--- src/rtl/cache_way_ctrl.sv ---
// -----------------------------------------------------------------------------
// cache_way_ctrl
//
// Sequencing controller for an N-way set-associative, write-through,
// no-write-allocate cache. It qualifies the external tag-comparator hit vector
// with its own valid bits, drives the write strobes and one-hot way decode
// into the tag/data flop arrays (which capture on the falling clock edge),
// runs line refills from memory and keeps true-LRU ages per set.
//
// Parameters
//   WAYS   associativity (power of 2, >= 2)
//   SETS   number of sets (power of 2, >= 2)
//   WORDS  words per line (power of 2, >= 2)
//
// Ports
//   clk, reset          clock (rising edge), synchronous active-high reset
//   cpu_req/we/set      CPU request, held until cpu_ack
//   cpu_ack             one-cycle completion pulse
//   hit_vec             raw tag match per way for set_idx
//   set_idx             set index presented to the arrays
//   way_sel, word_idx   one-hot way and word select for array writes
//   tag_we, data_we     array write strobes
//   data_src            0 = CPU write data, 1 = memory read data
//   mem_req/we/ack      memory request handshake (we: 1 = write-through)
//   mem_rvalid          one refill beat valid
//   busy                controller not idle
//
// Optional feature
//   CACHE_STATS_EN      adds 32-bit saturating stat_hits / stat_misses
//                       outputs counting LOOKUP outcomes.
// -----------------------------------------------------------------------------
module cache_way_ctrl #(
  parameter int WAYS  = 4,
  parameter int SETS  = 8,
  parameter int WORDS = 4
) (
  input  logic                     clk,
  input  logic                     reset,
  input  logic                     cpu_req,
  input  logic                     cpu_we,
  input  logic [$clog2(SETS)-1:0]  cpu_set,
  output logic                     cpu_ack,
  input  logic [WAYS-1:0]          hit_vec,
  output logic [$clog2(SETS)-1:0]  set_idx,
  output logic [WAYS-1:0]          way_sel,
  output logic [$clog2(WORDS)-1:0] word_idx,
  output logic                     tag_we,
  output logic                     data_we,
  output logic                     data_src,
  output logic                     mem_req,
  output logic                     mem_we,
  input  logic                     mem_ack,
  input  logic                     mem_rvalid,
  output logic                     busy
`ifdef CACHE_STATS_EN
  ,
  output logic [31:0]              stat_hits,
  output logic [31:0]              stat_misses
`endif
);

  localparam int SET_W  = $clog2(SETS);
  localparam int WAY_W  = $clog2(WAYS);
  localparam int WORD_W = $clog2(WORDS);
  localparam logic [WAY_W-1:0]  AGE_OLDEST = WAY_W'(WAYS - 1);
  localparam logic [WORD_W-1:0] LAST_BEAT  = WORD_W'(WORDS - 1);

  typedef enum logic [2:0] {
    S_IDLE,
    S_LOOKUP,
    S_RF_REQ,
    S_RF_DATA,
    S_WT,
    S_RESP
  } state_t;

  state_t            state_q, state_d;
  logic [SET_W-1:0]  set_q, set_d;
  logic              we_q, we_d;
  logic [WAY_W-1:0]  victim_q, victim_d;
  logic [WORD_W-1:0] beat_q, beat_d;
  logic [WAYS-1:0]   valid_q [SETS];
  logic [WAYS-1:0]   valid_d [SETS];
  logic [WAY_W-1:0]  age_q   [SETS][WAYS];
  logic [WAY_W-1:0]  age_d   [SETS][WAYS];

  logic [WAYS-1:0]   hit_mask;
  logic              hit_any;
  logic [WAY_W-1:0]  hit_way;
  logic [WAY_W-1:0]  victim_way;
  logic              lru_en;
  logic [WAY_W-1:0]  lru_way;
  logic [WAY_W-1:0]  strobe_way;

  // Lookup helpers for the currently latched set. Loops run from the top way
  // down so the lowest matching index is the one that sticks.
  always_comb begin
    hit_mask   = hit_vec & valid_q[set_q];
    hit_any    = |hit_mask;
    hit_way    = '0;
    victim_way = '0;
    for (int w = WAYS - 1; w >= 0; w--) begin
      if (hit_mask[w]) hit_way = WAY_W'(w);
    end
    for (int w = WAYS - 1; w >= 0; w--) begin
      if (age_q[set_q][w] == AGE_OLDEST) victim_way = WAY_W'(w);
    end
    // Any invalid way beats the LRU way as refill victim.
    for (int w = WAYS - 1; w >= 0; w--) begin
      if (!valid_q[set_q][w]) victim_way = WAY_W'(w);
    end
  end

  // Next-state and output logic.
  // NOTE: every signal written here gets a default first, so no path can
  // leave it unassigned and infer a latch.
  always_comb begin
    state_d    = state_q;
    set_d      = set_q;
    we_d       = we_q;
    victim_d   = victim_q;
    beat_d     = beat_q;
    valid_d    = valid_q;
    age_d      = age_q;
    lru_en     = 1'b0;
    lru_way    = '0;
    strobe_way = '0;
    cpu_ack    = 1'b0;
    tag_we     = 1'b0;
    data_we    = 1'b0;
    data_src   = 1'b0;
    word_idx   = '0;
    mem_req    = 1'b0;
    mem_we     = 1'b0;

    case (state_q)
      S_IDLE: begin
        if (cpu_req) begin
          set_d   = cpu_set;
          we_d    = cpu_we;
          state_d = S_LOOKUP;
        end
      end

      S_LOOKUP: begin
        if (hit_any) begin
          lru_en  = 1'b1;
          lru_way = hit_way;
          if (we_q) begin
            data_we    = 1'b1;
            strobe_way = hit_way;
            state_d    = S_WT;
          end else begin
            state_d = S_RESP;
          end
        end else if (we_q) begin
          // No-write-allocate: a write miss only goes to memory.
          state_d = S_WT;
        end else begin
          victim_d = victim_way;
          state_d  = S_RF_REQ;
        end
      end

      S_RF_REQ: begin
        mem_req = 1'b1;
        if (mem_ack) begin
          beat_d  = '0;
          state_d = S_RF_DATA;
        end
      end

      S_RF_DATA: begin
        if (mem_rvalid) begin
          data_we    = 1'b1;
          data_src   = 1'b1;
          strobe_way = victim_q;
          word_idx   = beat_q;
          beat_d     = beat_q + WORD_W'(1);
          // The line becomes valid only with its final beat, so an aborted
          // refill never leaves a half-written line looking valid.
          if (beat_q == LAST_BEAT) begin
            tag_we                   = 1'b1;
            valid_d[set_q][victim_q] = 1'b1;
            lru_en                   = 1'b1;
            lru_way                  = victim_q;
            state_d                  = S_RESP;
          end
        end
      end

      S_WT: begin
        mem_req = 1'b1;
        mem_we  = 1'b1;
        if (mem_ack) state_d = S_RESP;
      end

      S_RESP: begin
        cpu_ack = 1'b1;
        state_d = S_IDLE;
      end

      default: state_d = S_IDLE;
    endcase

    // True LRU: ways younger than the accessed one age by one, the accessed
    // way becomes 0. This keeps each set's ages a permutation.
    if (lru_en) begin
      for (int w = 0; w < WAYS; w++) begin
        if (age_q[set_q][w] < age_q[set_q][lru_way]) begin
          age_d[set_q][w] = age_q[set_q][w] + WAY_W'(1);
        end
      end
      age_d[set_q][lru_way] = '0;
    end

    way_sel = data_we ? (WAYS'(1) << strobe_way) : '0;
  end

  assign set_idx = set_q;
  assign busy    = (state_q != S_IDLE);

  // NOTE: sequential state uses non-blocking assignments only, so every flop
  // samples the values computed before this edge.
  always_ff @(posedge clk) begin
    if (reset) begin
      state_q  <= S_IDLE;
      set_q    <= '0;
      we_q     <= 1'b0;
      victim_q <= '0;
      beat_q   <= '0;
      // NOTE: the valid and age tables are explicitly reset because their
      // power-up contents define cache behaviour (invalid lines, ordered ages).
      for (int s = 0; s < SETS; s++) begin
        valid_q[s] <= '0;
        for (int w = 0; w < WAYS; w++) begin
          age_q[s][w] <= WAY_W'(w);
        end
      end
    end else begin
      state_q  <= state_d;
      set_q    <= set_d;
      we_q     <= we_d;
      victim_q <= victim_d;
      beat_q   <= beat_d;
      valid_q  <= valid_d;
      age_q    <= age_d;
    end
  end

`ifdef CACHE_STATS_EN
  logic [31:0] hits_q, hits_d;
  logic [31:0] misses_q, misses_d;

  // One count per LOOKUP outcome, saturating at all-ones.
  always_comb begin
    hits_d   = hits_q;
    misses_d = misses_q;
    if (state_q == S_LOOKUP) begin
      if (hit_any && (hits_q != '1))    hits_d   = hits_q + 32'd1;
      if (!hit_any && (misses_q != '1)) misses_d = misses_q + 32'd1;
    end
  end

  always_ff @(posedge clk) begin
    if (reset) begin
      hits_q   <= '0;
      misses_q <= '0;
    end else begin
      hits_q   <= hits_d;
      misses_q <= misses_d;
    end
  end

  assign stat_hits   = hits_q;
  assign stat_misses = misses_q;
`endif

endmodule

--- config.mk ---
export PLATFORM = sky130hd
export DESIGN_NAME = cache_way_ctrl
export DESIGN_NICKNAME = d
export VERILOG_FILES = /design/src/rtl/cache_way_ctrl.sv
export SDC_FILE = /design/constraint.sdc
export NUM_CORES = 1
export LEC_CHECK = 0
export CAP_MARGIN = 20
export CORE_MARGIN = 2
export CORE_UTILIZATION = 45
export CTS_CLUSTER_DIAMETER = 50
export DETAILED_ROUTE_END_ITERATION = 16
export GPL_ROUTABILITY_DRIVEN = 0
export GPL_TIMING_DRIVEN = 0
export SLEW_MARGIN = 15
export SYNTH_ARGS = -nofsm -noshare
export SYNTH_HDL_FRONTEND = slang
export SYNTH_SLANG_ARGS = --single-unit
--- constraint.sdc ---
create_clock -name clk -period 5.13 [get_ports clk]
set_clock_uncertainty 0.15 [all_clocks]
set_input_delay 1.026 -clock clk [delete_from_list [all_inputs] [get_ports clk]]
set_output_delay 1.026 -clock clk [all_outputs]
set_load 0.02 [all_outputs]
# Word level (Yosys, flattened, before mapping)

Cells that the tools add are included.
W data, S select, Z words.

Bits of input ports: 13
Word-level logic and storage cells: 182
Output and inout port bits: 16
Register bits after elaboration: 107

Magnitude comparators: 10
Muxes and demuxes: 85
Add/subtract/negate cells: 5
Reduce and logical (&&, ||, !) cells: 13
Bitwise logic cells: 8
Shifts and indexed selects: 1
Equal/unequal tests: 15

Operators with widths:

| cell                  | count |
|---|---|
| $mux W64              | 8 |
| $bwmux W64            | 4 |
| $demux W8 S3          | 5 |
| $and A64 B64 Y64      | 1 |
| $not A64 Y64          | 1 |
| $mux W2               | 26 |
| $mux W8               | 4 |
| $or A32 B32 Y32       | 1 |
| $bmux W8 S3           | 1 |
| $mux W3               | 7 |
| $mux W4               | 5 |
| $pmux W3 S5           | 1 |
| $mux W1               | 13 |
| $bmux W4 S3           | 1 |
| $demux W4 S3          | 1 |
| $pmux W2 S2           | 3 |
| $add A2 B1 Y2 const B | 5 |
| $eq A2 B2 Y1 const B  | 5 |
| $ne A2 B2 Y1 const B  | 5 |
| $reduce_and A3 Y1     | 3 |
| $lt A2 B2 Y1          | 4 |
| $eq A3 B2 Y1 const B  | 2 |
| $eq A3 B3 Y1 const B  | 2 |
| $mux W6               | 1 |
| 24 further kinds      | 28 |

# Depth between registers and ports, before layout

Depth after elaboration: 28
Gate-level depth with buffers: 15
Depth with buffers taken out: 12

# Worst setup path before layout

OpenSTA, ideal clock, no wires.

Path kind: input port to flip-flop
Start point: input port mem_rvalid
End point: register age_q[33] (netlist name)
Stages: 13
Buffers on the path: 3
Data required time: 4.858 ns
Setup time: 0.122 ns
Setup slack: 1.320 ns
Data arrival time: 3.538 ns
Path through: clkbuf_1 -> nand3_1 -> inv_1 -> nand2_1 -> or2_2 -> o31a_1 -> a21oi_1 -> or2_4 -> o21ai_4 -> and3b_1 -> buf_4 -> buf_6 -> a221o_1

Word-level cells in the longest chain between the ends: 19
Elaborated cells between the ends (all ways): 32
Those cells by class: order compare: 6; mux: 22; bitwise: 3; reduce/logical: 1

RTL lines:

| what                                        | RTL line | RTL |
|---|---|---|
| start: declaration                          | 53       | `input logic mem_rvalid,` |
| $mux W2                                     | 174      | `if (mem_rvalid) begin` |
| $pmux W2 S2                                 | 136      | `case (state_q)` |
| $not A2 Y3 (implied by the code)            | 210, 214 |  |
| $bmux W2 S2                                 | 210      | `if (age_q[set_q][w] < age_q[set_q][lru_way]) begin` |
| $mux W2 (implied by the code) (2 in series) | 210      |  |
| $lt A2 B2 Y1                                | 210      |  |
| $mux W64                                    | 210      |  |
| $mux W64                                    | 208      | `if (lru_en) begin` |
| (+2 left out)                               | -        |  |
| $mux W64                                    | 208      |  |
| $bwmux W64                                  | 211      | `age_d[set_q][w] = age_q[set_q][w] + WAY_W'(1);` |
| $mux W64                                    | 210      |  |
| $mux W64                                    | 208      |  |
| $bwmux W64                                  | 211      |  |
| $mux W64                                    | 210      |  |
| $mux W64                                    | 208      |  |
| $and A64 B64 Y64 (no source line)           | -        |  |
| end signal: indexed assignment              | 237      | `age_q[s][w] <= WAY_W'(w);` |
| end signal: assignment                      | 247      | `age_q <= age_d;` |
| end: declaration                            | 84       | `logic [WAY_W-1:0] age_q [SETS][WAYS];` |

Several ways; a longest one is shown, not always the timed one. The select of a mux whose other input is x is not followed.
A chain may end at the register's enable or synchronous reset.

# Worst setup path after layout

Start point: register set_q[2] (netlist: set_idx[2])
End point: output port way_sel[1]

Word-level cells in the longest chain between the ends: 14
Elaborated cells between the ends (all ways): 17
Those cells by class: shift: 1; mux: 13; bitwise: 2; reduce/logical: 1

RTL lines:

| what                                 | RTL line | RTL |
|---|---|---|
| start: declaration                   | 78       | `logic [SET_W-1:0] set_q, set_d;` |
| start signal: assignment             | 242      | `set_q <= set_d;` |
| $not A3 Y4 (implied by the code) (*) | 98       | `hit_mask = hit_vec & valid_q[set_q];` |
| $bmux W4 S3 (*)                      | 98       |  |
| $mux W4 (*) (2 in series)            | -        |  |
| $and A4 B4 Y4 (*)                    | 98       |  |
| $mux W2 (4 in series)                | 103      | `if (hit_mask[w]) hit_way = WAY_W'(w);` |
| $mux W2                              | 149      | `if (we_q) begin` |
| $mux W2                              | 146      | `if (hit_any) begin` |
| $pmux W2 S2                          | 136      |  |
| $shl A1 B2 Y4                        | 217      | `way_sel = data_we ? (WAYS'(1) << strobe_way) : '0;` |
| $mux W4 (*)                          | 217      |  |
| end: declaration                     | 45       | `output logic [WAYS-1:0] way_sel,` |

Every way passes the cells marked *; elsewhere a longest branch is shown, timed or not. The select of a mux whose other input is x is not followed.

==> key figures <==
Power
  • Worst vdd ir: 0.185 mV
  • P_leak: 2.26 nW
  • Design Power: 2.27 mW
  • PwrDens: 350 nW/µm²

Setup path
  • Kind of start point of the critical path: register
  • CP max stage delay: 0.54 ns
  • Worst-path cell chain: buf_2, nand2b_1, o22ai_1, or2_2, a21boi_2, nand3_1, a31o_2, nand2_1, nor2_1, clkdlybuf4s50_1
  • Worst reg2reg setup slack: 0.88 ns
  • CP max stage cell: clkdlybuf4s50_1
  • Arrival @ worst endpoint: 3.27 ns
  • CP Capture Type: primary output
  • Worst Path Class, Setup: register to primary output
  • CP max FO: 8
  • CP required: 3.95 ns

Global routing
  • Vias in the first global route: 5108
  • Initial antenna violation count: 0
  • Total congestion overflow: 0
  • GR Util All Layers: 27.8%
  • Largest net degree at the start of global routing: 21
  • Wire length of the first global-routing pass: 28.5 mm

Logic synthesis
  • Synth Warn #: 0
  • Largest family of logic cells by synthesized area: compound AO/OA/AOI/OAI gates
  • Cell Area, Synth: 5720 µm²
  • Post-synthesis sequential area ratio: 37.4%
  • Average size of a mapped cell: 8.31 µm²
  • Xor/xnor share of the synthesized area: 0.153%
  • Top_reg_cell synth: dfxtp_1
  • Biggest area consumer among synthesized cells: dfxtp_1
  • Distinct cell type count after synthesis: 68
  • Post-synth EDFFs: 0
  • Cells after Synth: 689
  • Synth Area in Compound Gates: 31.0%
  • Largest cells by area after synthesis: dfxtp_1 37%, nor2_1 5.7%, a21oi_1 5.3%
  • Post-synthesis register bit count: 107
  • Synth top area share: 37.4%
  • Simple-gate share of the synthesized area: 17.6%
  • Post-synth ARST share: 0%
  • Syn nets: 707
  • Mux cell area share after synthesis: 7.30%
  • Adder-cell area share of the yosys netlist: 1.09%

Place
  • Final HPWL DP: 13.2 mm
  • Dpl cells: 888
  • Area after DPL: 6210 µm²
  • Buffers on Ports: 27

Cells and area
  • Nets: 745
  • Post-Layout Cell Count: 904
  • Area grow syn2layout: 13.6%
  • ANT cells: 0
  • Most common cell after layout, fill and taps aside: dfxtp_1
  • Proportion of layout cells with a drive suffix above 1: 9.97%
  • Fillcell total: 1229
  • Most frequent cells in the layout: 107 x dfxtp_1, 87 x nor2_1, 67 x nand2_1
  • Final instance area: 6500 µm²

Route
  • Drt drc: 0
  • DR vias: 5570
  • Max layer used: met4
  • DR pass1 iterations: 5
  • Met3 wire len: 1.67 mm
  • Vias/cell: 6.16
  • Wire per inst: 20.4 µm
  • Detail Route Antenna Nets: 0
  • 1st-iter DRT viols: 723
  • Routed length on met1: 8.02 mm
  • DR WL met2: 8.35 mm
  • DRT Wirelength: 18.5 mm

Clock network
  • CTS Buf Count: 9
  • Clk pin slew, worst setup/hold paths: 0.08 ns
  • CTS Sinks: 107
  • Setup Buffers After CTS: 0
  • CTS tree: done
  • CTS H-tree lvls: 3
  • Root Buffer Master: clkbuf_16
  • CTS max path bufs: 2
  • Worst skew pair latency: 0.37 ns
  • Post_cts resized: 0
  • # hold bufs at CTS: 0

STA
  • Worst-Margin Slew: 0.874 ns
  • Finish-stage setup viols: 0
  • Slew Viols, Final: 0
  • RSZ-0062 raised after global routing: false
  • Tmin final: 4.45 ns
  • FMAX: 0.225 GHz
  • Final Hold Viols: 0
  • Max_slew headroom: 41.6%
  • Setup TNS: 0 ns
  • Fin crit share: 86.7%

Min path
  • Min-Delay Path Class: register to register

Floorplan
  • DIE HEIGHT: 117 µm
  • DIE AREA: 13600 µm²
  • Die Width: 117 µm
  • Core area: 12500 µm²
  • I/O pins: 29
  • Row count: 41
  • Initial Utilization: 45.7%

Status
  • Status: completed

Flow run
  • Max Cap Violations: 0
==> registers in the layout, indices dropped and copies added, names as in the netlist <==
register	cells
age_q	64
beat_q	2
set_idx	3
state_q	3
valid_q	32
victim_q	2
we_q	1
==> per-layer routing <==
metal,vias to the layer above,track usage (%)
met4,0,9.73
met3,44,6.64
li1,2619,-
met2,238,42.4
met5,-,0
met1,2669,38.7
==> report_power, final <==
group / internal (mW) / switching, mW / leakage, nW
clock network: 0.344 / 0.366 / 0.141
logic: 0.239 / 0.466 / 1.25
registers: 0.845 / 0.0131 / 0.864
total: 1.43 / 0.845 / 2.26
==> path summary, 6_finish.rpt <==
kind | from | endpoint | cells after the start
worst max-delay path | set_idx[2] | way_sel[1] | 10
worst min-delay path | age_q[26] | age_q[26] | 2
worst max register to register | set_idx[2] | age_q[29] | 14
worst min register to register | age_q[26] | age_q[26] | 2
==> kinds of logic after synthesis <==
kind of cell,after synthesis
compound gates,252
buf+inv,67
fa+ha+maj,5
simple gates,223
mux,34
xor+xnor,1
flops,107
==> Yosys cell counts (all sizes together), types with 16 or more instances <==
library cell / n
dfxtp: 107
nor2: 87
nand2: 68
a21oi: 61
o21ai: 50
buf: 24
inv: 23
clkbuf: 20
mux2i: 20
o211ai: 19
o22ai: 16
==> worst max-delay path, delay by kind of cell (launching register included) <==
kind                   cells  cell delay, ns
buffers and inverters      2            0.73
AND/OR/NAND/NOR            5            1.06
flip-flops                 1            0.33
AO/OA/AOI/OAI              3            0.76
==> stage by stage <==
| step | util (%) | hold WS (ns) | worst slack, ns |
|---|---|---|---|
| CTS | 51.9 | 0.307 | 0.665 |
| global route | 51.9 | 0.336 | 0.464 |
| floorplan | - | 0.277 | 1.32 |
| global placement | 49.6 | 0.289 | 0.774 |
| finish | 51.9 | 0.312 | 0.684 |
| detailed placement | 49.6 | 0.295 | 0.803 |
==> cell type report <==
| type | count | area [µm²] | share of cell area (%) |
|---|---|---|---|
| clock buffer | 9 | 225 | 3.46 |
| multi-input combinational | 515 | 3270 | 50.3 |
| clock inverter | 7 | 65.1 | 1.00 |
| timing repair buffer | 27 | 270 | 4.16 |
| tap | 172 | 215 | 3.31 |
| sequential | 107 | 2140 | 33.0 |
| inverter | 23 | 86.3 | 1.33 |
| buffer | 44 | 226 | 3.48 |
No activity file was read; power rests on OpenSTA's default activity.
